[config.mk]
export PLATFORM = sky130hd
export DESIGN_NAME = serial_adder_flat
export DESIGN_NICKNAME = d
export VERILOG_FILES = /design/src/rtl/serial_adder_if.sv /design/src/rtl/serial_adder.sv /design/src/flat_wrapper.sv
export SDC_FILE = /design/constraint.sdc
export NUM_CORES = 1
export LEC_CHECK = 0
export ABC_AREA = 0
export BUFFER_PORTS_ARGS = -buffer_cell sky130_fd_sc_hd__buf_2
export CAP_MARGIN = 20
export CORE_AREA = 2 2 44 76
export CTS_CLUSTER_SIZE = 14
export DETAILED_ROUTE_END_ITERATION = 8
export DIE_AREA = 0 0 46 78
export PLACE_DENSITY = 0.74
export SYNTH_ARGS = -nofsm -noshare
export SYNTH_HDL_FRONTEND = slang
export SYNTH_SLANG_ARGS = --single-unit
[constraint.sdc]
create_clock -name clk -period 2.1 [get_ports clk]
set_clock_uncertainty 0.05 [all_clocks]
set_input_delay 0.21 -clock clk [delete_from_list [all_inputs] [get_ports clk]]
set_output_delay 0.21 -clock clk [all_outputs]
set_load 0.005 [all_outputs]
[src/rtl/serial_adder_if.sv]
// Start/operand/result bundle for serial_adder.
// The ovf signal exists only when SERIAL_ADDER_OVF_EN is defined.
interface serial_adder_if #(
    parameter int WIDTH = 8
);
    logic             start;
    logic [WIDTH-1:0] a;
    logic [WIDTH-1:0] b;
    logic             cin;
    logic             busy;
    logic             done;
    logic [WIDTH-1:0] sum;
    logic             cout;

`ifdef SERIAL_ADDER_OVF_EN
    logic             ovf;

    modport master (output start, a, b, cin, input busy, done, sum, cout, ovf);
    modport slave  (input start, a, b, cin, output busy, done, sum, cout, ovf);
`else
    modport master (output start, a, b, cin, input busy, done, sum, cout);
    modport slave  (input start, a, b, cin, output busy, done, sum, cout);
`endif
endinterface

[src/rtl/serial_adder.sv]
// Bit-serial WIDTH-bit adder (sum = a + b + cin), LSB first through one full-adder cell.
// Define SERIAL_ADDER_OVF_EN to add the signed-overflow flag (bus.ovf).
module serial_adder #(
    parameter int WIDTH = 8
) (
    input  logic           clk,
    input  logic           rst,
    serial_adder_if.slave  bus
);
    localparam int CNT_W = $clog2(WIDTH);

    typedef enum logic [1:0] {
        IDLE,
        RUN,
        DONE
    } state_t;

    state_t           state;
    state_t           state_nx;
    logic [WIDTH-1:0] a_sh;
    logic [WIDTH-1:0] b_sh;
    logic [WIDTH-1:0] sum_q;
    logic [CNT_W-1:0] cnt;
    logic             carry;
    logic             cout_q;
    logic             s_bit;
    logic             c_bit;
    logic             last_bit;

    // The single full-adder cell shared by every bit position.
    assign s_bit    = a_sh[0] ^ b_sh[0] ^ carry;
    assign c_bit    = (a_sh[0] & b_sh[0]) | (carry & (a_sh[0] ^ b_sh[0]));
    assign last_bit = (cnt == CNT_W'(WIDTH - 1));

    // NOTE: clocked state uses non-blocking assignments so every register samples
    // pre-edge values; blocking here would create order-dependent simulation races.
    always_ff @(posedge clk) begin
        if (rst) state <= IDLE;
        else     state <= state_nx;
    end

    // NOTE: every output of this block gets a default first, so no path leaves a
    // signal unassigned and no latch is inferred.
    always_comb begin
        state_nx = state;
        bus.busy = 1'b0;
        bus.done = 1'b0;
        unique case (state)
            IDLE: if (bus.start) state_nx = RUN;
            RUN: begin
                bus.busy = 1'b1;
                if (last_bit) state_nx = DONE;
            end
            DONE: begin
                bus.busy = 1'b1;
                bus.done = 1'b1;
                state_nx = IDLE;
            end
            default: state_nx = IDLE;
        endcase
    end

`ifdef SERIAL_ADDER_OVF_EN
    logic ovf_q;

    // On the final bit, carry holds the carry into the MSB and c_bit the carry out of it.
    always_ff @(posedge clk) begin
        if (rst)                          ovf_q <= 1'b0;
        else if (state == RUN && last_bit) ovf_q <= carry ^ c_bit;
    end

    assign bus.ovf = ovf_q;
`endif

    // NOTE: the operand shift registers are reset along with the result even though
    // they are always reloaded before use, keeping every flop free of X after reset.
    always_ff @(posedge clk) begin
        if (rst) begin
            a_sh   <= '0;
            b_sh   <= '0;
            sum_q  <= '0;
            cnt    <= '0;
            carry  <= 1'b0;
            cout_q <= 1'b0;
        end else begin
            unique case (state)
                IDLE: if (bus.start) begin
                    a_sh  <= bus.a;
                    b_sh  <= bus.b;
                    carry <= bus.cin;
                    cnt   <= '0;
                    sum_q <= '0;
                end
                RUN: begin
                    sum_q <= {s_bit, sum_q[WIDTH-1:1]};
                    a_sh  <= a_sh >> 1;
                    b_sh  <= b_sh >> 1;
                    carry <= c_bit;
                    cnt   <= cnt + 1'b1;
                    if (last_bit) cout_q <= c_bit;
                end
                default: ;
            endcase
        end
    end

    assign bus.sum  = sum_q;
    assign bus.cout = cout_q;
endmodule

[src/flat_wrapper.sv]
// flat-port wrapper written by rule: the top's interface ports become plain ports
module serial_adder_flat 
#(
    parameter int WIDTH = 8
)
  (clk, rst, bus_start, bus_a, bus_b, bus_cin, bus_busy, bus_done, bus_sum, bus_cout);
  serial_adder_if #(.WIDTH(WIDTH)) bus_i ();
  input  logic clk;
  input  logic rst;
  input wire logic [$bits(bus_i.start)-1:0] bus_start;
  input wire logic [$bits(bus_i.a)-1:0] bus_a;
  input wire logic [$bits(bus_i.b)-1:0] bus_b;
  input wire logic [$bits(bus_i.cin)-1:0] bus_cin;
  output wire logic [$bits(bus_i.busy)-1:0] bus_busy;
  output wire logic [$bits(bus_i.done)-1:0] bus_done;
  output wire logic [$bits(bus_i.sum)-1:0] bus_sum;
  output wire logic [$bits(bus_i.cout)-1:0] bus_cout;
  assign bus_i.start = bus_start;
  assign bus_i.a = bus_a;
  assign bus_i.b = bus_b;
  assign bus_i.cin = bus_cin;
  assign bus_busy = bus_i.busy;
  assign bus_done = bus_i.done;
  assign bus_sum = bus_i.sum;
  assign bus_cout = bus_i.cout;
  serial_adder #(.WIDTH(WIDTH)) u_core (.clk(clk), .rst(rst), .bus(bus_i));
endmodule
==> results by group, run 1 <==
Status
  • Outcome: finished clean

Clock network
  • Root Driver: clkbuf_8
  • CTS Buf Count: 5
  • Reg clk slew, reported paths: 0.07 ns
  • Worst-skew pair later-pin latency: 0.29 ns
  • Setup Fix Bufs, Post-CTS: 0
  • CTS tree: built
  • Clock Tree Buf Depth: 2
  • Clock sink total: 31
  • Depth of the CTS H-tree: 2
  • Post-CTS Resized: 0
  • Hold buffers post-CTS: 0

Power and ir drop
  • VDD IR-drop max: around 0.73 mV
  • P_leak: 0.728 nW
  • Pwr/cell area: ~880 nW/um^2

Critical path
  • R2r setup slk: 0.41 ns
  • Worst Path Max Fanout: 32
  • CP required: 2.26 ns
  • WP data arrival: 1.85 ns
  • CP Class: reg -> reg
  • CP Capture Type: flip-flop
  • Startpoint Class: flip-flop

Routing
  • Post-DRT Antenna Nets: 0
  • WL final: slightly below 3000 um
  • Starting DRT DRC Count: 22
  • DRC violations left: 0
  • Vias/cell: 5.73
  • TritonRoute pass-1 iters: 4
  • WL per Instance: 14.4 um
  • Detailed-route via count: 1174

Yosys
  • Gate Count Post-Synth: ~150
  • XOR/XNOR Fraction of Synth Area: 0.00585
  • Synth top area share: 0.414
  • Post-Syn Nets: 174
  • Synth Area in Adders: 0.0551
  • Mapped Area: 1500 sq um
  • Async SR Flop Fraction: 0
  • Mux contribution to synthesized area: 0.127
  • Post-synthesis simple-gate area fraction: 0.110
  • Complex-gate fraction of the synthesized area: 0.218
  • #FFs+latches synth: 31
  • Post-synthesis sequential area ratio: 0.414
  • EDFF count, synth: 0
  • Area leader, netlist: dfxtp_1
  • Largest cells by area after synthesis: dfxtp_1 41%, a211oi_2 11%, mux2i_1 10%, nor2_1 6.3%, a32oi_1 5.3%
  • Main synth FF type: dfxtp_1
  • Avg Inst Size Synth: 10.1 sq um
  • Main combinational cell family by area after synthesis: compound AO/OA/AOI/OAI gates
  • Ys Warns: 0
  • Synth cell types: 31

Layout
  • Final nets: between 200 and 250
  • Most common cell after layout, fill and taps aside: dfxtp_1
  • Commonest cells after routing, fill and taps aside: 31 x dfxtp_1, 30 x buf_2, 25 x nor2_1
  • FF+latch area: 621 sq um
  • Fill cells: 259
  • Area grow syn2layout: 16.5%
  • Multi-input logic area: 773 sq um
  • Antenna cells: 0
  • Layout cell share with drive strength beyond 1: 0.322

Timing
  • Headroom to the max-slew limit: 0.550
  • Setup violators final: 0
  • Tcrit/Tclk final: 0.807
  • Setup TNS: 0 ns
  • Max Slew Vio Count: 0
  • Tightest Pin Transition: between 0.6 and 0.7 ns
  • Hold Vio Cnt, Final: 0
  • RSZ-0062 raised after global routing: no
  • Peak Freq: 590 MHz
  • Period minus WS final: 1.69 ns
  • Worst hold slack: ~0.15 ns

Floorplan
  • # IOs: 31
  • Die X: 46 um
  • Core ar.: roughly 2900 sq um
  • Cell Rows: 26
  • Starting Density: 0.512
  • Die Ht: between 70 and 80 um
  • Full die area: 3590 sq um

GRT
  • Initial antenna violation count: 0
  • Largest net degree at the start of global routing: 33
  • Vias in the first global route: 1189
  • Total GRT Usage: 0.191
  • Remaining global-route overflow: 0
  • First-pass GRT wire length: roughly 5000 um

Placed design
  • Dpl hpwl: 2100 um
  • IO buf count: 30
  • Gpl congestion: 0.824

Flow run
  • Max_cap viols: 0

Worst hold path
  • Hold WC Path Type: in -> reg
## cell type report
type,count,share of cell area
clock buffers,6,0.0473
well taps,28,0.0201
repair buffers,33,0.0989
inverters,7,0.0151
flip-flops and latches,31,0.356
clock inverters,2,0.0201
multi-input cells,98,0.443
## state kept, by name (all words and copies together), names as in the netlist
register	count
u_core.carry	1
u_core.cnt	3
u_core.bus.sum	8
u_core.state	2
u_core.a_sh	8
u_core.b_sh	8
u_core.bus.cout	1
## critical path, stage by stage, from the launching register on
cell,delay (ns)
dfxtp_1,0.37
inv_1,0.07
ha_1,0.29
mux2_4,0.48
nor2_1,0.12
a211oi_2,0.23
## synth_stat cells (2+ instances only)
master     n
dfxtp_1   31
nor2_1    25
mux2i_1   15
a211oi_2  13
a32oi_1    9
inv_1      7
a21oi_1    6
ha_1       5
nand2_1    5
clkbuf_1   4
a211oi_1   3
nand3b_1   3
buf_2      2
buf_4      2
nand2b_1   2
## layer usage
metal,global-route usage,routed length (um),vias to the layer above
li1,-,-,587
met2,0.318,1600,28
met3,0.0581,137,6
met4,0.106,73,0
met1,0.201,1140,553
met5,0,0,-
## report_power, final
group          internal (mW)  leakage [nW]  switching [mW]  total [mW]
clock                  0.384        0.0612           0.230       0.614
sequential             0.631         0.254          0.0240       0.655
combinational          0.113         0.413           0.151       0.264
## final timing paths
path,start,endpoint,cells past startpoint
worst max register to register,u_core.state[0]$_SDFFE_PP0P_,u_core.b_sh[4]$_SDFFE_PP0P_,5
worst min-delay path,bus_b[7],u_core.b_sh[7]$_SDFFE_PP0P_,3
worst min register to register,u_core.b_sh[7]$_SDFFE_PP0P_,u_core.b_sh[7]$_SDFFE_PP0P_,2
worst max-delay path,u_core.state[0]$_SDFFE_PP0P_,u_core.b_sh[4]$_SDFFE_PP0P_,5
## cell families (layout without fill, tap and decap cells)
family | Yosys count | count (layout)
compound gates | 35 | 35
xor+xnor | 1 | 1
flops | 31 | 31
simple gates | 38 | 38
mux | 18 | 18
buf+inv | 19 | 48
fa+ha+maj | 6 | 6
## metrics by stage
step / setup slack (ns) / util / std cells / instance area [sq um] / power (mW)
2_1_floorplan: 0.617 / - / 148 / 1500 / 0.885
4_1_cts: 0.389 / 0.596 / 205 / 1750 / 1.55
6_report: 0.405 / 0.596 / 205 / 1750 / 1.53
5_1_grt: 0.287 / 0.596 / 205 / 1750 / 1.60
3_5_place_dp: 0.446 / 0.556 / 197 / 1630 / 0.934
3_3_place_gp: 0.536 / 0.556 / 197 / 1630 / 0.921
Power figures use the tool's default switching activity.
==> run 2, diff against run 1 <==
clock period = 1.7 ns   (was 2.1 ns; I/O delays follow)
==> run 2 against run 1 <==
Compared with the run above: sequential power rose by 24%; first-iteration DRC count fell by 50%; utilization fell by 0.34 points; cell area fell by 0.57%; clock power fell by 16%; power rose by 9.2%; sequential share of layout area rose by 0.21 points; largest power group unchanged; highest routed layer unchanged.
==> results by group, run 2 (synthesis results as in run 1) <==
Placed design
  • Gpl congestion: 0.859 (+4.3%)
  • Inst Count DP: 199 (+1.0%)
  • Dpl hpwl: 2040 um (-3.0%)
  • IO buf count: 30 (unchanged)

Critical path
  • Startpoint Class: flip-flop
  • CP Capture Type: flip-flop
  • Worst r2r src: u_core.state[0]$_SDFFE_PP0P_
  • Critical Path Start: u_core.state[0]$_SDFFE_PP0P_
  • Crit Reg-Reg Endpoint: u_core.b_sh[7]$_SDFFE_PP0P_
  • Slowest CP cell: mux2_4
  • CP required: 1.78 ns (-0.48 ns)
  • CP max stage delay: 0.44 ns (-0.04 ns)
  • FF-to-FF path depth: 5 (unchanged)
  • CP Class: reg -> reg
  • R2r setup slk: 0.16 ns (-0.25 ns)
  • Worst Path Max Fanout: 16 (-50%)
  • Setup crit end: u_core.b_sh[7]$_SDFFE_PP0P_
  • Crit-path cells: inv_1 > ha_2 > mux2_4 > nand3b_1 > a21oi_1
  • WP data arrival: 1.63 ns (-0.22 ns)

Timing
  • Hold Vio Cnt, Final: 0 (unchanged)
  • Setup violators final: 0 (unchanged)
  • Period minus WS final: 1.54 ns (-0.151 ns)
  • RSZ-0062 raised after global routing: no
  • Max Slew Vio Count: 0 (unchanged)
  • Tightest Pin Transition: 0.680 ns (+0.00505 ns)
  • Tcrit/Tclk final: 0.908 (+0.101)
  • Peak Freq: 648 MHz (+9.8%)
  • Headroom to the max-slew limit: 0.547 (-0.00337)
  • Setup TNS: 0 ns (unchanged)

Layout
  • Commonest cells after routing, fill and taps aside: 31 x dfxtp_1, 30 x buf_2, 25 x nor2_1
  • Final nets: 205 (+1.5%)
  • Area grow syn2layout: 15.9%
  • Most common cell after layout, fill and taps aside: dfxtp_1
  • Final Non-Filler Cells: 206 (+0.49%)
  • Antenna cells: 0 (unchanged)
  • Fill cells: 266 (+2.7%)
  • Layout cell share with drive strength beyond 1: 0.331 (+0.00943)

Routing
  • DRC violations left: 0 (unchanged)
  • Vias/cell: 5.76 (+0.53%)
  • WL per Instance: 14.6 um (+1.4%)
  • WL final: 3010 um (+1.9%)
  • TritonRoute pass-1 iters: 4 (unchanged)
  • Starting DRT DRC Count: 11 (-50%)
  • Detailed-route via count: 1186 (+1.0%)
  • Post-DRT Antenna Nets: 0 (unchanged)

Power and ir drop
  • Internal power: 1.21 mW (+6.9%)
  • Gate power share: 0.207 (+0.035)
  • Clock Power Share: 0.309 (-0.091)
  • VDD IR-drop max: 0.735 mV (+0.47%)
  • Pwr/cell area: 964 nW/um^2 (+9.8%)
  • P_leak: 0.721 nW (-0.98%)
  • Sequential group share of total power: 0.484 (+0.057)
  • Net Switching: 0.468 mW (+16%)
  • Sw frac: 0.280 (+0.0157)

Floorplan
  • Die Ht: 78 um (unchanged)
  • Cell Rows: 26 (unchanged)
  • Die X: 46 um (unchanged)
  • Core ar.: 2930 sq um (unchanged)
  • Full die area: 3590 sq um (unchanged)
  • # IOs: 31 (unchanged)
  • Starting Density: 0.512 (unchanged)

Clock network
  • Clock sink total: 31 (unchanged)
  • CTS tree: built
  • Root Driver: clkbuf_8
  • Clock Tree Buf Depth: 2 (unchanged)
  • Worst-skew pair later-pin latency: 0.28 ns (about the same)
  • CTS Buf Count: 5 (unchanged)
  • Reg clk slew, reported paths: 0.06 ns (about the same)
  • Depth of the CTS H-tree: 2 (unchanged)

GRT
  • Vias in the first global route: 1136 (-4.5%)
  • First-pass GRT wire length: 4680 um (-6.7%)
  • Remaining global-route overflow: 0 (unchanged)
  • Total GRT Usage: 0.179 (-0.0127)
  • Initial antenna violation count: 0 (unchanged)
  • Largest net degree at the start of global routing: 33 (unchanged)

Flow run
  • Max_cap viols: 0 (unchanged)

Status
  • Outcome: finished clean

Worst hold path
  • Worst hold path startpoint: bus_b[7]
  • Hold WC Path Type: in -> reg
-- run 2: area by class of cell --
type | count | area, sq um | area share
Sequential cell | 31 | 621 | 0.358
Tap cell | 28 | 35.0 | 0.0202
Timing Repair Buffer | 35 | 188 | 0.108
Multi-Input combinational cell | 99 | 793 | 0.457
Clock buffer | 6 | 72.6 | 0.0418
Inverter | 7 | 26.3 | 0.0151
-- run 2: per-stage QoR --
step / utilization / worst slack [ns] / cell area, sq um / total power, mW / hold WS [ns]
6_report: 0.593 / 0.157 / 1740 / 1.67 / 0.114
5_1_grt: 0.593 / 0.0633 / 1740 / 1.76 / 0.115
4_1_cts: 0.586 / 0.0466 / 1720 / 1.67 / 0.109
3_5_place_dp: 0.561 / 0.0667 / 1640 / 1.16 / 0.405
3_3_place_gp: 0.561 / 0.130 / 1640 / 1.15 / 0.394
2_1_floorplan: - / 0.217 / 1500 / 1.09 / 0.202
-- run 2: per-layer routing --
metal	wire [um]	track usage	up-vias
li1	-	-	591
met1	1260	0.189	563
met2	1560	0.297	28
met3	145	0.0698	4
met4	42	0.0771	0
met5	0	0	-
-- run 2: worst min path at each step --
stage	endpoint	slack, ns	depth (start not counted)
final	u_core.b_sh[7]$_SDFFE_PP0P_	0.11	3
after CTS	u_core.b_sh[7]$_SDFFE_PP0P_	0.11	3
after global routing	u_core.b_sh[7]$_SDFFE_PP0P_	0.12	3
after floorplan	u_core.cnt[0]$_SDFFE_PP0P_	0.20	1
after global placement	u_core.b_sh[7]$_SDFFE_PP0P_	0.39	2
after detailed placement	u_core.b_sh[7]$_SDFFE_PP0P_	0.40	3
-- run 2: power by group through the flow --
stage	logic [mW]	clock network (mW)	registers [mW]
final	0.346	0.517	0.810
after detailed placement	0.334	0	0.826
after global routing	0.386	0.561	0.816
after floorplan	0.276	0	0.818
after CTS	0.336	0.526	0.810
after global placement	0.323	0	0.823
-- run 2: critical path, delay by kind of cell, from the launching register on --
kind                     cells  cell delay [ns]
AO/OA/AOI/OAI                1             0.07
buffers and inverters        1             0.09
multiplexers                 1             0.44
flip-flops                   1             0.32
AND/OR/NAND/NOR              1             0.12
adder cells (fa/ha/maj)      1             0.30
-- run 2: repair_timing --
item / in CTS / in global routing
buffers inserted: 0 / 0
endpoints found under the hold margin: 0 / 0
resized for setup: 0 / 3
hold buffers: 0 / 0
setup endpoints to repair: 0 / 17
==> run 3, diff against run 2 <==
ABC_AREA = 1   (was 0)
CORE_AREA = 2 2 44 77   (was 2 2 44 76)
DIE_AREA = 0 0 46 79   (was 0 0 46 78)
PLACE_DENSITY = 0.76   (was 0.74)
SLEW_MARGIN = 20   (was unset)
==> run 3 against run 2 <==
Compared with the run above: utilization fell by 0.34 points; worst setup slack improved by 0.13 ns; synthesized cell count up 53%; sequential share of layout area shrank 1.1 points; largest cell class unchanged; first-iteration DRC count rose by 130%; global-route usage grew 0.99 points; hold slack better by 0.055 ns; count of clock-buffer cells in the layout did not move; die area increased by 1.3%; combinational power up 51%; flip-flop and latch count is the same.
==> results by group, run 3 <==
GRT
  • First-pass GRT wire length: 5020 um (+7.4%)
  • Total GRT Usage: 0.189 (+0.00993)
  • Largest net degree at the start of global routing: 45 (+36%)
  • Initial antenna violation count: 0 (unchanged)
  • Remaining global-route overflow: 0 (unchanged)
  • Vias in the first global route: 1285 (+13%)

Timing
  • Setup TNS: 0 ns (unchanged)
  • Headroom to the max-slew limit: 0.831 (+0.284)
  • Peak Freq: 710 MHz (+9.5%)
  • Max Slew Vio Count: 0 (unchanged)
  • Setup violators final: 0 (unchanged)
  • Period minus WS final: 1.41 ns (-0.134 ns)
  • RSZ-0062 raised after global routing: no
  • Tcrit/Tclk final: 0.829 (-0.0791)
  • Hold Vio Cnt, Final: 0 (unchanged)
  • Tightest Pin Transition: 0.253 ns (-0.427 ns)

Placed design
  • Dpl hpwl: 2040 um (unchanged)
  • Inst Count DP: 277 (+39%)
  • Gpl congestion: 0.759 (-12%)
  • IO buf count: 30 (unchanged)
  • Area post-placement: 1670 sq um (+1.9%)

Power and ir drop
  • Internal power: 1.47 mW (+22%)
  • Clock Power Share: 0.352 (+0.043)
  • P_leak: 0.907 nW (+26%)
  • Pwr/cell area: 1170 nW/um^2 (+22%)
  • Net Switching: 0.635 mW (+36%)
  • Sequential group share of total power: 0.399 (-0.085)
  • Sw frac: 0.302 (+0.0221)
  • Gate power share: 0.249 (+0.042)
  • VDD IR-drop max: 1.15 mV (+56%)

Floorplan
  • Die X: 46 um (unchanged)
  • # IOs: 31 (unchanged)
  • Cell Rows: 27 (+3.8%)
  • Starting Density: 0.514 (+0.00245)
  • Die Ht: 79 um (+1.3%)
  • Full die area: 3630 sq um (+1.3%)
  • Core ar.: 3040 sq um (+3.8%)

Routing
  • Vias/cell: 4.85 (-16%)
  • DRC violations left: 0 (unchanged)
  • WL per Instance: 10.2 um (-30%)
  • Detailed-route via count: 1382 (+17%)
  • Starting DRT DRC Count: 25 (+14)
  • WL final: 2910 um (-3.4%)
  • TritonRoute pass-1 iters: 4 (unchanged)
  • Post-DRT Antenna Nets: 0 (unchanged)

Critical path
  • Critical Path Start: u_core.state[1]$_SDFFE_PP0P_
  • Worst r2r src: u_core.state[1]$_SDFFE_PP0P_
  • Startpoint Class: flip-flop
  • CP Class: reg -> reg
  • CP required: 1.87 ns (+0.09 ns)
  • Delay-heaviest family, CP: buffers and inverters
  • CP Capture Type: flip-flop
  • WP data arrival: 1.58 ns (-0.05 ns)
  • Worst Path Max Fanout: 18 (+2)
  • Crit-path cells: inv_1 > ha_1 > inv_6 > buf_4 > nand2_1 > o21ai_0 > nor2_1 > nor2_1
  • CP max stage delay: 0.35 ns (-0.09 ns)
  • Crit path buf inv count: 3 (+2)
  • Critical path's most frequent cell: nor2_1
  • Slowest CP cell: dfxtp_1

Layout
  • Final Non-Filler Cells: 285 (+38%)
  • Fill cells: 329 (+24%)
  • Final core utilization: 0.589 (-0.00343)
  • Most common cell after layout, fill and taps aside: nand2_1
  • Final design instance area without fill: 1790 sq um (+3.2%)
  • Area grow syn2layout: 14.7%
  • Layout cell share with drive strength beyond 1: 0.184 (-0.148)
  • Antenna cells: 0 (unchanged)
  • Final nets: 281 (+37%)
  • Commonest cells after routing, fill and taps aside: 68 x nand2_1, 38 x nor2_1, 31 x dfxtp_1

Yosys
  • Gate Count Post-Synth: 226 (+53%)
  • Mapped Area: 1560 sq um (+4.3%)
  • Post-synth top cells: 68 x nand2_1, 38 x nor2_1, 31 x dfxtp_1
  • #FFs+latches synth: 31 (unchanged)
  • Synth cell types: 18 (-42%)
  • Synth Area in Adders: 0.0528 (-0.00230)
  • Post-Syn Nets: 252 (+45%)
  • Area leader, netlist: dfxtp_1
  • Mux contribution to synthesized area: 0 (-0.127)
  • Ys Warns: 0 (unchanged)
  • Async SR Flop Fraction: 0 (unchanged)
  • Avg Inst Size Synth: 6.91 sq um (-32%)
  • Post-synthesis simple-gate area fraction: 0.319 (+0.209)
  • Main synth FF type: dfxtp_1
  • Largest cells by area after synthesis: dfxtp_1 40%, nand2_1 16%, nor2_1 9.1%, inv_1 6.0%, o21ai_0 5.1%
  • Main combinational cell family by area after synthesis: simple AND/OR/NAND/NOR gates
  • XOR/XNOR Fraction of Synth Area: 0 (-0.00585)
  • Most common cell in the netlist: nand2_1
  • Complex-gate fraction of the synthesized area: 0.0929 (-0.125)
  • EDFF count, synth: 0 (unchanged)
  • Synth top area share: 0.397 (-0.0173)
  • Post-synthesis sequential area ratio: 0.397 (-0.0173)

Status
  • Outcome: finished clean

Clock network
  • Hold buffers post-CTS: 0 (unchanged)
  • CTS tree: built
  • Setup Fix Bufs, Post-CTS: 0 (unchanged)
  • Root Driver: clkbuf_8
  • Clock sink total: 31 (unchanged)
  • Worst-skew pair later-pin latency: 0.28 ns (about the same)
  • Clock Tree Buf Depth: 2 (unchanged)
  • Reg clk slew, reported paths: 0.07 ns (about the same)
  • Post-CTS Resized: 0 (unchanged)
  • Depth of the CTS H-tree: 2 (unchanged)
  • CTS Buf Count: 5 (unchanged)

Flow run
  • Max_cap viols: 0 (unchanged)

Worst hold path
  • Worst hold path startpoint: rst
  • Hold WC Path Type: in -> reg
-- run 3: cell type report --
type	count	area (sq um)	area share
multi-input combinational	155	727	0.406
sequential	31	621	0.346
timing repair buffer	34	180	0.101
inverter	28	110	0.0615
clock buffer	6	82.6	0.0461
tap	29	36.3	0.0203
clock inverter	2	35.0	0.0196
-- run 3: routing by layer --
layer / GRT usage / vias up / share of wire
li1: - / 747 / -
met1: 0.189 / 605 / 0.39
met2: 0.331 / 24 / 0.55
met3: 0.0545 / 6 / 0.038
met4: 0.0943 / 0 / 0.021
met5: 0 / - / 0
-- run 3: cells by family after synthesis --
| logic type | after synthesis |
|---|---|
| and+or+nand+nor | 120 |
| buffers and inverters | 40 |
| DFF | 31 |
| AOI/OAI and AO/OA | 29 |
| adders and majority gates | 6 |
-- run 3: worst reg2reg max path, delay by kind of cell, from the launching register on --
kind	cells	cell delay (ns)
flops	1	0.35
buf+inv	3	0.42
fa+ha+maj	1	0.24
simple gates	3	0.23
compound gates	1	0.07
-- run 3: power by group through the flow --
stage               sequential [mW]  combinational [mW]  clock (mW)
detailed placement            0.855               0.524           0
finish                        0.839               0.523       0.741
floorplan                     0.848               0.482           0
CTS                           0.840               0.529       0.760
global placement              0.853               0.522           0
global route                  0.844               0.620       0.797
-- run 3: metrics by stage --
stage / total power [mW] / setup WS (ns) / hold WS, ns
after CTS: 2.13 / 0.272 / 0.159
after detailed placement: 1.38 / 0.275 / 0.403
after global placement: 1.37 / 0.306 / 0.402
final: 2.10 / 0.291 / 0.169
after global routing: 2.26 / 0.123 / 0.182
after floorplan: 1.33 / 0.393 / 0.189
-- run 3: worst paths after layout --
check,slack [ns],cells after the start,to
hold reg to reg,0.41,2,u_core.bus.sum[0]$_SDFFE_PP0P_
setup reg to reg,0.29,8,u_core.a_sh[5]$_SDFFE_PP0P_
hold / removal,0.17,2,u_core.bus.sum[3]$_SDFFE_PP0P_
setup / recovery,0.29,8,u_core.a_sh[5]$_SDFFE_PP0P_
